## src/rtl/pipe_pkg.sv

```systemverilog
// Shared types for the pipelined core's stage registers: occupancy states and
// stage payload layouts with their bubble (NOP) encodings.
package pipe_pkg;

    typedef enum logic [1:0] {
        OCC_EMPTY = 2'd0,
        OCC_HALF  = 2'd1,
        OCC_FULL  = 2'd2
    } pipe_occ_e;

    typedef struct packed {
        logic [31:0] pc;
        logic [31:0] instr;
    } if_id_payload_t;

    typedef struct packed {
        logic [4:0]  rd_addr;
        logic [31:0] rd;
        logic        writeback_en;
        logic        writeback_from_mem;
    } m_wb_payload_t;

    localparam int unsigned M_WB_W = $bits(m_wb_payload_t);

    // addi x0, x0, 0 is the canonical bubble for the decode stage
    localparam if_id_payload_t IF_ID_NOP = '{pc: 32'h0000_0000, instr: 32'h0000_0013};

    localparam m_wb_payload_t M_WB_NOP = '{
        rd_addr:            5'd0,
        rd:                 32'd0,
        writeback_en:       1'b0,
        writeback_from_mem: 1'b0
    };

endpackage

```

## src/rtl/pipe_slot.sv

```systemverilog
// One payload slot of a pipeline stage register: data register plus valid bit.
// Reset and clear both reload the bubble payload and drop the valid bit.
module pipe_slot #(
    parameter int unsigned WIDTH = 39
) (
    input  logic             clk,
    input  logic             rst,
    input  logic             clr,
    input  logic             load,
    input  logic             valid_nxt,
    input  logic [WIDTH-1:0] d,
    input  logic [WIDTH-1:0] rst_value,
    output logic             valid,
    output logic [WIDTH-1:0] q
);

    logic             valid_r;
    logic [WIDTH-1:0] data_r;

    // Data only moves on an explicit load, so an idle in_data never reaches state
    always_ff @(posedge clk) begin
        if (rst || clr) begin
            valid_r <= 1'b0;
            data_r  <= rst_value;
        end else begin
            valid_r <= valid_nxt;
            if (load) begin
                data_r <= d;
            end
        end
    end

    assign valid = valid_r;
    assign q     = data_r;

endmodule

```

## src/rtl/pipe_stage_reg.sv

```systemverilog
// Parametrised valid/ready pipeline-stage register with optional 2-entry skid,
// flush-to-bubble and a saturating stall-cycle counter.
module pipe_stage_reg
    import pipe_pkg::*;
#(
    parameter int unsigned      WIDTH         = 39,
    parameter logic [WIDTH-1:0] RESET_PAYLOAD = '0,
    parameter bit               SKID          = 1'b1,
    parameter int unsigned      CNT_W         = 16
) (
    input  logic             clk,
    input  logic             rst,
    input  logic             in_valid,
    output logic             in_ready,
    input  logic [WIDTH-1:0] in_data,
    output logic             out_valid,
    input  logic             out_ready,
    output logic [WIDTH-1:0] out_data,
    input  logic             flush,
    output logic [CNT_W-1:0] stall_cnt,
    input  logic             clr_cnt
);

    localparam logic [CNT_W-1:0] CNT_MAX = '1;
    localparam logic [CNT_W-1:0] CNT_ONE = {{(CNT_W-1){1'b0}}, 1'b1};

    pipe_occ_e        occ_r;
    pipe_occ_e        occ_s;
    logic             in_ready_r;
    logic             push_s;
    logic             pop_s;
    logic             head_load_s;
    logic             head_valid_nxt_s;
    logic [WIDTH-1:0] head_d_s;
    logic             head_valid_s;
    logic [WIDTH-1:0] head_data_s;
    logic             skid_load_s;
    logic             skid_valid_nxt_s;
    logic             skid_valid_s;
    logic [WIDTH-1:0] skid_data_s;
    logic [CNT_W-1:0] cnt_r;

    assign push_s = in_valid && in_ready;
    assign pop_s  = head_valid_s && out_ready;

    // Occupancy next-state and slot load/valid control
    always_comb begin
        occ_s            = occ_r;
        head_load_s      = 1'b0;
        head_d_s         = in_data;
        head_valid_nxt_s = head_valid_s;
        skid_load_s      = 1'b0;
        skid_valid_nxt_s = skid_valid_s;
        case (occ_r)
            OCC_EMPTY: begin
                if (push_s) begin
                    occ_s            = OCC_HALF;
                    head_load_s      = 1'b1;
                    head_valid_nxt_s = 1'b1;
                end else begin
                    occ_s = OCC_EMPTY;
                end
            end
            OCC_HALF: begin
                if (push_s && !pop_s) begin
                    occ_s            = OCC_FULL;
                    skid_load_s      = 1'b1;
                    skid_valid_nxt_s = 1'b1;
                end else if (pop_s && !push_s) begin
                    occ_s            = OCC_EMPTY;
                    head_valid_nxt_s = 1'b0;
                end else if (push_s && pop_s) begin
                    occ_s       = OCC_HALF;
                    head_load_s = 1'b1;
                end else begin
                    occ_s = OCC_HALF;
                end
            end
            OCC_FULL: begin
                // Skid entry becomes the head; in_ready is low so nothing arrives
                if (pop_s) begin
                    occ_s            = OCC_HALF;
                    head_load_s      = 1'b1;
                    head_d_s         = skid_data_s;
                    skid_valid_nxt_s = 1'b0;
                end else begin
                    occ_s = OCC_FULL;
                end
            end
            default: begin
                occ_s            = OCC_EMPTY;
                head_valid_nxt_s = 1'b0;
                skid_valid_nxt_s = 1'b0;
            end
        endcase
    end

    // Occupancy state register; flush empties the stage
    always_ff @(posedge clk) begin
        if (rst) begin
            occ_r <= OCC_EMPTY;
        end else if (flush) begin
            occ_r <= OCC_EMPTY;
        end else begin
            occ_r <= occ_s;
        end
    end

    // Registered in_ready for the skid variant, cutting the out_ready -> in_ready path
    always_ff @(posedge clk) begin
        if (rst || flush) begin
            in_ready_r <= 1'b1;
        end else begin
            in_ready_r <= (occ_s != OCC_FULL);
        end
    end

    pipe_slot #(.WIDTH(WIDTH)) u_head (
        .clk       (clk),
        .rst       (rst),
        .clr       (flush),
        .load      (head_load_s),
        .valid_nxt (head_valid_nxt_s),
        .d         (head_d_s),
        .rst_value (RESET_PAYLOAD),
        .valid     (head_valid_s),
        .q         (head_data_s)
    );

    generate
        if (SKID) begin : g_skid
            pipe_slot #(.WIDTH(WIDTH)) u_skid (
                .clk       (clk),
                .rst       (rst),
                .clr       (flush),
                .load      (skid_load_s),
                .valid_nxt (skid_valid_nxt_s),
                .d         (in_data),
                .rst_value (RESET_PAYLOAD),
                .valid     (skid_valid_s),
                .q         (skid_data_s)
            );
            assign in_ready = in_ready_r;
        end else begin : g_noskid
            assign skid_valid_s = 1'b0;
            assign skid_data_s  = RESET_PAYLOAD;
            assign in_ready     = !head_valid_s || out_ready;
        end
    endgenerate

    // Saturating stall counter; clear beats increment, flush leaves it alone
    always_ff @(posedge clk) begin
        if (rst || clr_cnt) begin
            cnt_r <= '0;
        end else if (head_valid_s && !out_ready && (cnt_r != CNT_MAX)) begin
            cnt_r <= cnt_r + CNT_ONE;
        end else begin
            cnt_r <= cnt_r;
        end
    end

    assign out_valid = head_valid_s;
    assign out_data  = head_data_s;
    assign stall_cnt = cnt_r;

endmodule

```

## config.mk

```make
export PLATFORM = sky130hd
export DESIGN_NAME = pipe_stage_reg
export DESIGN_NICKNAME = d
export VERILOG_FILES = /design/src/rtl/pipe_pkg.sv /design/src/rtl/pipe_slot.sv /design/src/rtl/pipe_stage_reg.sv
export SDC_FILE = /design/constraint.sdc
export NUM_CORES = 1
export LEC_CHECK = 0
export CAP_MARGIN = 20
export CORE_AREA = 2 2 87 89
export DETAILED_ROUTE_END_ITERATION = 12
export DIE_AREA = 0 0 89 91
export DONT_BUFFER_PORTS = 1
export PLACE_DENSITY = 0.76
export SLEW_MARGIN = 5
export SYNTH_ARGS = -nofsm -noshare
export SYNTH_HDL_FRONTEND = slang
export SYNTH_SLANG_ARGS = --single-unit
```

## constraint.sdc

```tcl
create_clock -name clk -period 1.8 [get_ports clk]
set_clock_uncertainty 0.05 [all_clocks]
set_input_delay 0.18 -clock clk [delete_from_list [all_inputs] [get_ports clk]]
set_output_delay 0.18 -clock clk [all_outputs]
set_load 0.02 [all_outputs]
```

Word-level counts from Yosys, hierarchy flattened
Index checks and enable logic that the tools add are counted.
{"block": "classes", "n_addsub": 1, "eq_ne": 7, "muxes": 19, "n_bitwise": 1, "n_reduce_logical": 15}
{"op": "$mux W39", "count": 2}
{"op": "$add A16 B1 Y16 const B", "count": 1}
{"op": "$ne A16 B16 Y1 const B", "count": 1}
{"op": "$mux W1", "count": 12}
{"op": "$ne A2 B2 Y1 const B", "count": 4}
{"op": "$logic_and A1 B1 Y1", "count": 7}
{"op": "$pmux W1 S3", "count": 2}
{"op": "$pmux W2 S3", "count": 1}
{"op": "$mux W2", "count": 2}
{"op": "$reduce_and A4 Y1", "count": 1}
{"op": "$logic_not A1 Y1", "count": 3}
{"op": "$eq A2 B1 Y1 const B", "count": 1}
{"op": "$eq A2 B2 Y1 const B", "count": 1}
{"op": "$logic_not A2 Y1", "count": 1}
{"op": "$logic_or A1 B1 Y1", "count": 2}
{"op": "$reduce_or A2 Y1", "count": 1}
{"op": "$not A1 Y1", "count": 1}
{"block": "totals", "regBits": 98, "inputBits": 45, "out_inout_bits": 57, "word_cells": 49}

Logic depth before layout (Yosys ltp)
{"block": "depth", "word_depth": 7, "mapped_depth": 8}

Cells and area by module
From an unflattened synthesis, not the netlist that was laid out.
{"block": "hier_totals", "cells_unflattened": 337, "hier_area_um2": 4982.3}
{"module": "pipe_slot", "instances": 2, "cells_each": 86, "area_per_inst_um2": 1722.9}
{"module": "pipe_stage_reg", "instances": 1, "cells_each": 165, "area_per_inst_um2": 1536.5}

Worst setup path after synthesis
Ideal clock, no wire load.
{"block": "synth_timing", "kind": "flip-flop to flip-flop", "from": "reg u_head.valid_r, in the netlist u_head.valid", "to": "reg u_head.data_r[28], in the netlist u_head.q[28]", "setup_ps": 86, "arrival_time_ps": 1566, "required_ps": 1664, "setup_slack_ps": 99, "stages_incl_launch_ff": 8, "cell_sequence": "dfxtp_1 -> nand3_1 -> or2_1 -> buf_2 -> buf_6 -> buf_6 -> mux2i_1 -> a211oi_1"}
{"block": "synth_via", "elab_chain_len": 6, "elab_cells_between_ends": 12}
{"item": "start, declared", "line_no": "pipe_slot.sv:17", "source": "logic valid_r;"}
{"item": "start signal, assigned", "line_no": "pipe_slot.sv:26", "source": "valid_r <= valid_nxt;"}
{"item": "$logic_and A1 B1 Y1 (*)", "line_no": "pipe_stage_reg.sv:44", "source": "assign pop_s = head_valid_s && out_ready;"}
{"item": "$logic_and A1 B1 Y1", "line_no": "pipe_stage_reg.sv:72", "source": "end else if (push_s && pop_s) begin"}
{"item": "$mux W1", "line_no": "pipe_stage_reg.sv:72"}
{"item": "$mux W1", "line_no": "pipe_stage_reg.sv:69", "source": "end else if (pop_s && !push_s) begin"}
{"item": "$mux W1", "line_no": "pipe_stage_reg.sv:65", "source": "if (push_s && !pop_s) begin"}
{"item": "$pmux W1 S3", "line_no": "pipe_stage_reg.sv:54", "source": "case (occ_r)"}
{"item": "end signal, assigned", "line_no": "pipe_slot.sv:24", "source": "data_r <= rst_value;"}
{"item": "end, declared", "line_no": "pipe_slot.sv:18", "source": "logic [WIDTH-1:0] data_r;"}
Mark *: on every way between the ends. The rest lies on a longest branch, timed or not.
A chain may end at the register's enable or synchronous reset.

Worst setup path after layout
{"block": "layout_timing", "from": "reg u_head.valid_r, in the netlist u_head.valid", "to": "reg u_head.data_r[24], in the netlist u_head.q[24]"}
Same word-level chain as after synthesis.

==> flow_metrics.env <==
export IMPL_drcViolationCount=0
export IMPL_grt_setup_unrepaired="false"
export IMPL_start_util_pct=58.8
export IMPL_worst_pin_slew_ps=568
export IMPL_drtPass1Iterations=5
export IMPL_fin_area_um2=5120
export IMPL_synth_common_cells="dfxtp_1, nand2_1, a21oi_1"
export IMPL_min_from="in_data[22]"
export IMPL_totalWireLength_um=10400
export IMPL_ir_worst_vdd_mv=0.615
export IMPL_cts_buffers=9
export IMPL_worstHoldEndpoint="u_head.q[22]$_SDFFE_PP0P_"
export IMPL_layout_cells_non_filler=635
export IMPL_crit_fanout=27
export IMPL_synth_edf_count=0
export IMPL_timing_final_crit_share_pct=92.6
export IMPL_dpl_cell_area_um2=4480
export IMPL_rows=31
export IMPL_grt_max_degree=42
export IMPL_final_max_slew_viol_count=0
export IMPL_p_per_area_nw_per_um2=806
export IMPL_hold_path_depth=2
export IMPL_nNetsFinal=578
export IMPL_r2r_start="u_head.valid$_SDFFE_PP0P_"
export IMPL_slew_limit_headroom_pct=62.2
export IMPL_grt_pass1_wl_um=16900
export IMPL_core_area_um2=7140
export IMPL_avgSynthCellArea_um2=8.80
export IMPL_fin_tns_setup_ps=0
export IMPL_hold_slack_ps=16.5
export IMPL_hold_violations=0
export IMPL_port_buffer_count=0
export IMPL_via_count=3738
export IMPL_htreeDepth=3
export IMPL_path_clk_slew_ps=90
export IMPL_synthesis_area_um2=4200
export IMPL_maxCapViolCount=0
export IMPL_grt_pass1_vias=3737
export IMPL_syn_to_final_growth_pct=22.1
export IMPL_cts_tree="yes"
export IMPL_post_place_ws_ps=161
export IMPL_diodes=0
export IMPL_place_gp_congestion=0.826
export IMPL_antenna_found_initial=0
export IMPL_period_minus_slack_ps=1670
export IMPL_dp_cells=576
export IMPL_synth_top_area_share_pct=46.7
export IMPL_cp_end_kind="flip-flop"
export IMPL_grt_usage_pct=26.1
export IMPL_yosysTopAreaCell="dfxtp_1"
export IMPL_reg2reg_to="u_head.q[24]$_SDFFE_PP0P_"
export IMPL_crit_path_start="u_head.valid$_SDFFE_PP0P_"
export IMPL_cts_sinks=98
export IMPL_synth_cell_types=47
export IMPL_crit_required_ps=2010
export IMPL_clock_latency_ps=350
export IMPL_power_leakage_nw=2.05
export IMPL_holdCritPathClass="in2reg"
export IMPL_worst_r2r_path_depth=5
export IMPL_dieArea_um2=8100
export IMPL_ys_flop_type="dfxtp_1"
export IMPL_synthCells=477
export IMPL_detail_route_antenna_nets=0
export IMPL_post_cts_buffers=0
export IMPL_total_power_mw=4.13
export IMPL_ys_warn_count=0
export IMPL_max_freq_mhz=600
export IMPL_root_buffer="clkbuf_8"
export IMPL_ys_seq_area_share_pct=46.7
export IMPL_io_pins=102
export IMPL_drtIter0Drc=141
export IMPL_grt_ovfl_total=0
export IMPL_status="finished clean"
export IMPL_synth_fp_nets=524
export IMPL_ys_top_cells_by_area="dfxtp_1, mux2i_1, nand2_1"
export IMPL_die_h_um=91
export IMPL_cp_slowest_stage_delay_ps=390
export IMPL_startpoint_type="flip-flop"
export IMPL_wl_per_cell_um=16.4
export IMPL_reg2reg_slack_ps=130
export IMPL_cpMaxStageDelayCell="dfxtp_1"
export IMPL_async_flop_share_pct=0
export IMPL_hpwl_um=6470
export IMPL_via_per_inst=5.89
export IMPL_post_synth_top_count_cell="dfxtp_1"
export IMPL_setup_ws_ps=134
export IMPL_finalSetupViolations=0
export IMPL_fp_dieW_um=89
export IMPL_drive_gt1_share_pct=12.9
export IMPL_cp_arrival_ps=1880
export IMPL_yosys_register_bits=98
export IMPL_critPathKind="reg2reg"
export IMPL_ctsLongestPathBuffers=2
export IMPL_fin_util_pct=71.8
export IMPL_worstPathCellList="nand3_1 -> or2_2 -> buf_12 -> mux2i_1 -> a211oi_2"
-- registers in the layout, indices dropped and copies added (netlist names) --
| register | cells |
|---|---|
| g_skid.u_skid.q | 39 |
| in_ready | 1 |
| occ_r | 2 |
| stall_cnt | 16 |
| u_head.q | 39 |
| u_head.valid | 1 |
-- power by group --
part	internal [mW]	leakage, nW	switching, mW
Combinational	0.182	1.15	0.204
Clock	0.681	0.0987	0.747
Sequential	2.22	0.795	0.0932
Total	3.08	2.05	1.04
-- kinds of logic (layout without fill, tap and decap cells) --
kind of cell | after synthesis | count (layout) | share of synthesized area [%]
AO/OA/AOI/OAI | 108 | 108 | 16.1
XOR/XNOR | 2 | 2 | 0.417
adder cells (fa/ha/maj) | 2 | 2 | 0.596
buffers and inverters | 42 | 101 | 4.65
flip-flops | 98 | 98 | 46.7
multiplexers | 41 | 41 | 9.78
AND/OR/NAND/NOR | 184 | 184 | 21.7
-- worst max-delay path, delay by kind of cell (launching register included) --
kind	cells	cell delay (ps)
compound gates	1	280
buf+inv	1	190
flops	1	390
mux	1	180
simple gates	2	480
-- routing by layer --
metal  GRT usage, %  up-vias  part of all wire [%]
met3           4.91       10                   5.9
met5              0        -                     0
met2           44.3      107                    50
met4           10.3        0                   1.1
li1               -     1817                     -
met1           32.1     1804                    43
-- worst max path at each step --
stage	slack, ps	cells past startpoint	to
2_1_floorplan	100	7	u_head.q[28]$_SDFFE_PP0P_
5_1_grt	10	5	u_head.q[37]$_SDFFE_PP0P_
3_5_place_dp	160	5	u_head.q[2]$_SDFFE_PP0P_
6_report	130	5	u_head.q[24]$_SDFFE_PP0P_
4_1_cts	130	4	stall_cnt[11]$_SDFFE_PP0P_
3_3_place_gp	240	5	stall_cnt[15]$_SDFFE_PP0P_
-- layout by cell type (no fill, tap or decap), types with 5 or more instances in the layout --
cell type,synthesis,final
a21oi_1,53,53
clkbuf_8,0,10
mux2i_1,41,41
dlygate4sd3_1,0,43
or3_1,6,6
a211oi_1,40,38
buf_4,1,33
nand2_1,95,95
nor2_1,7,7
nor3_1,42,42
dfxtp_1,98,97
inv_1,5,5
-- what timing repair did --
action	4_1_cts	5_1_grt
hold buffers	43	0
endpoints found under the hold margin	46	0
resized for setup	0	3
endpoints found under the setup margin	0	3
-- area by class of cell --
| cell class | count | area [um^2] |
|---|---|---|
| timing repair buffer | 80 | 758 |
| inverter | 5 | 18.8 |
| fill | 561 | 2010 |
| clock inverter | 6 | 63.8 |
| tap | 99 | 124 |
| sequential | 98 | 1960 |
| multi-input combinational | 337 | 2060 |
| clock buffer | 10 | 138 |
Note: power is estimated with default switching activity, not from simulation.
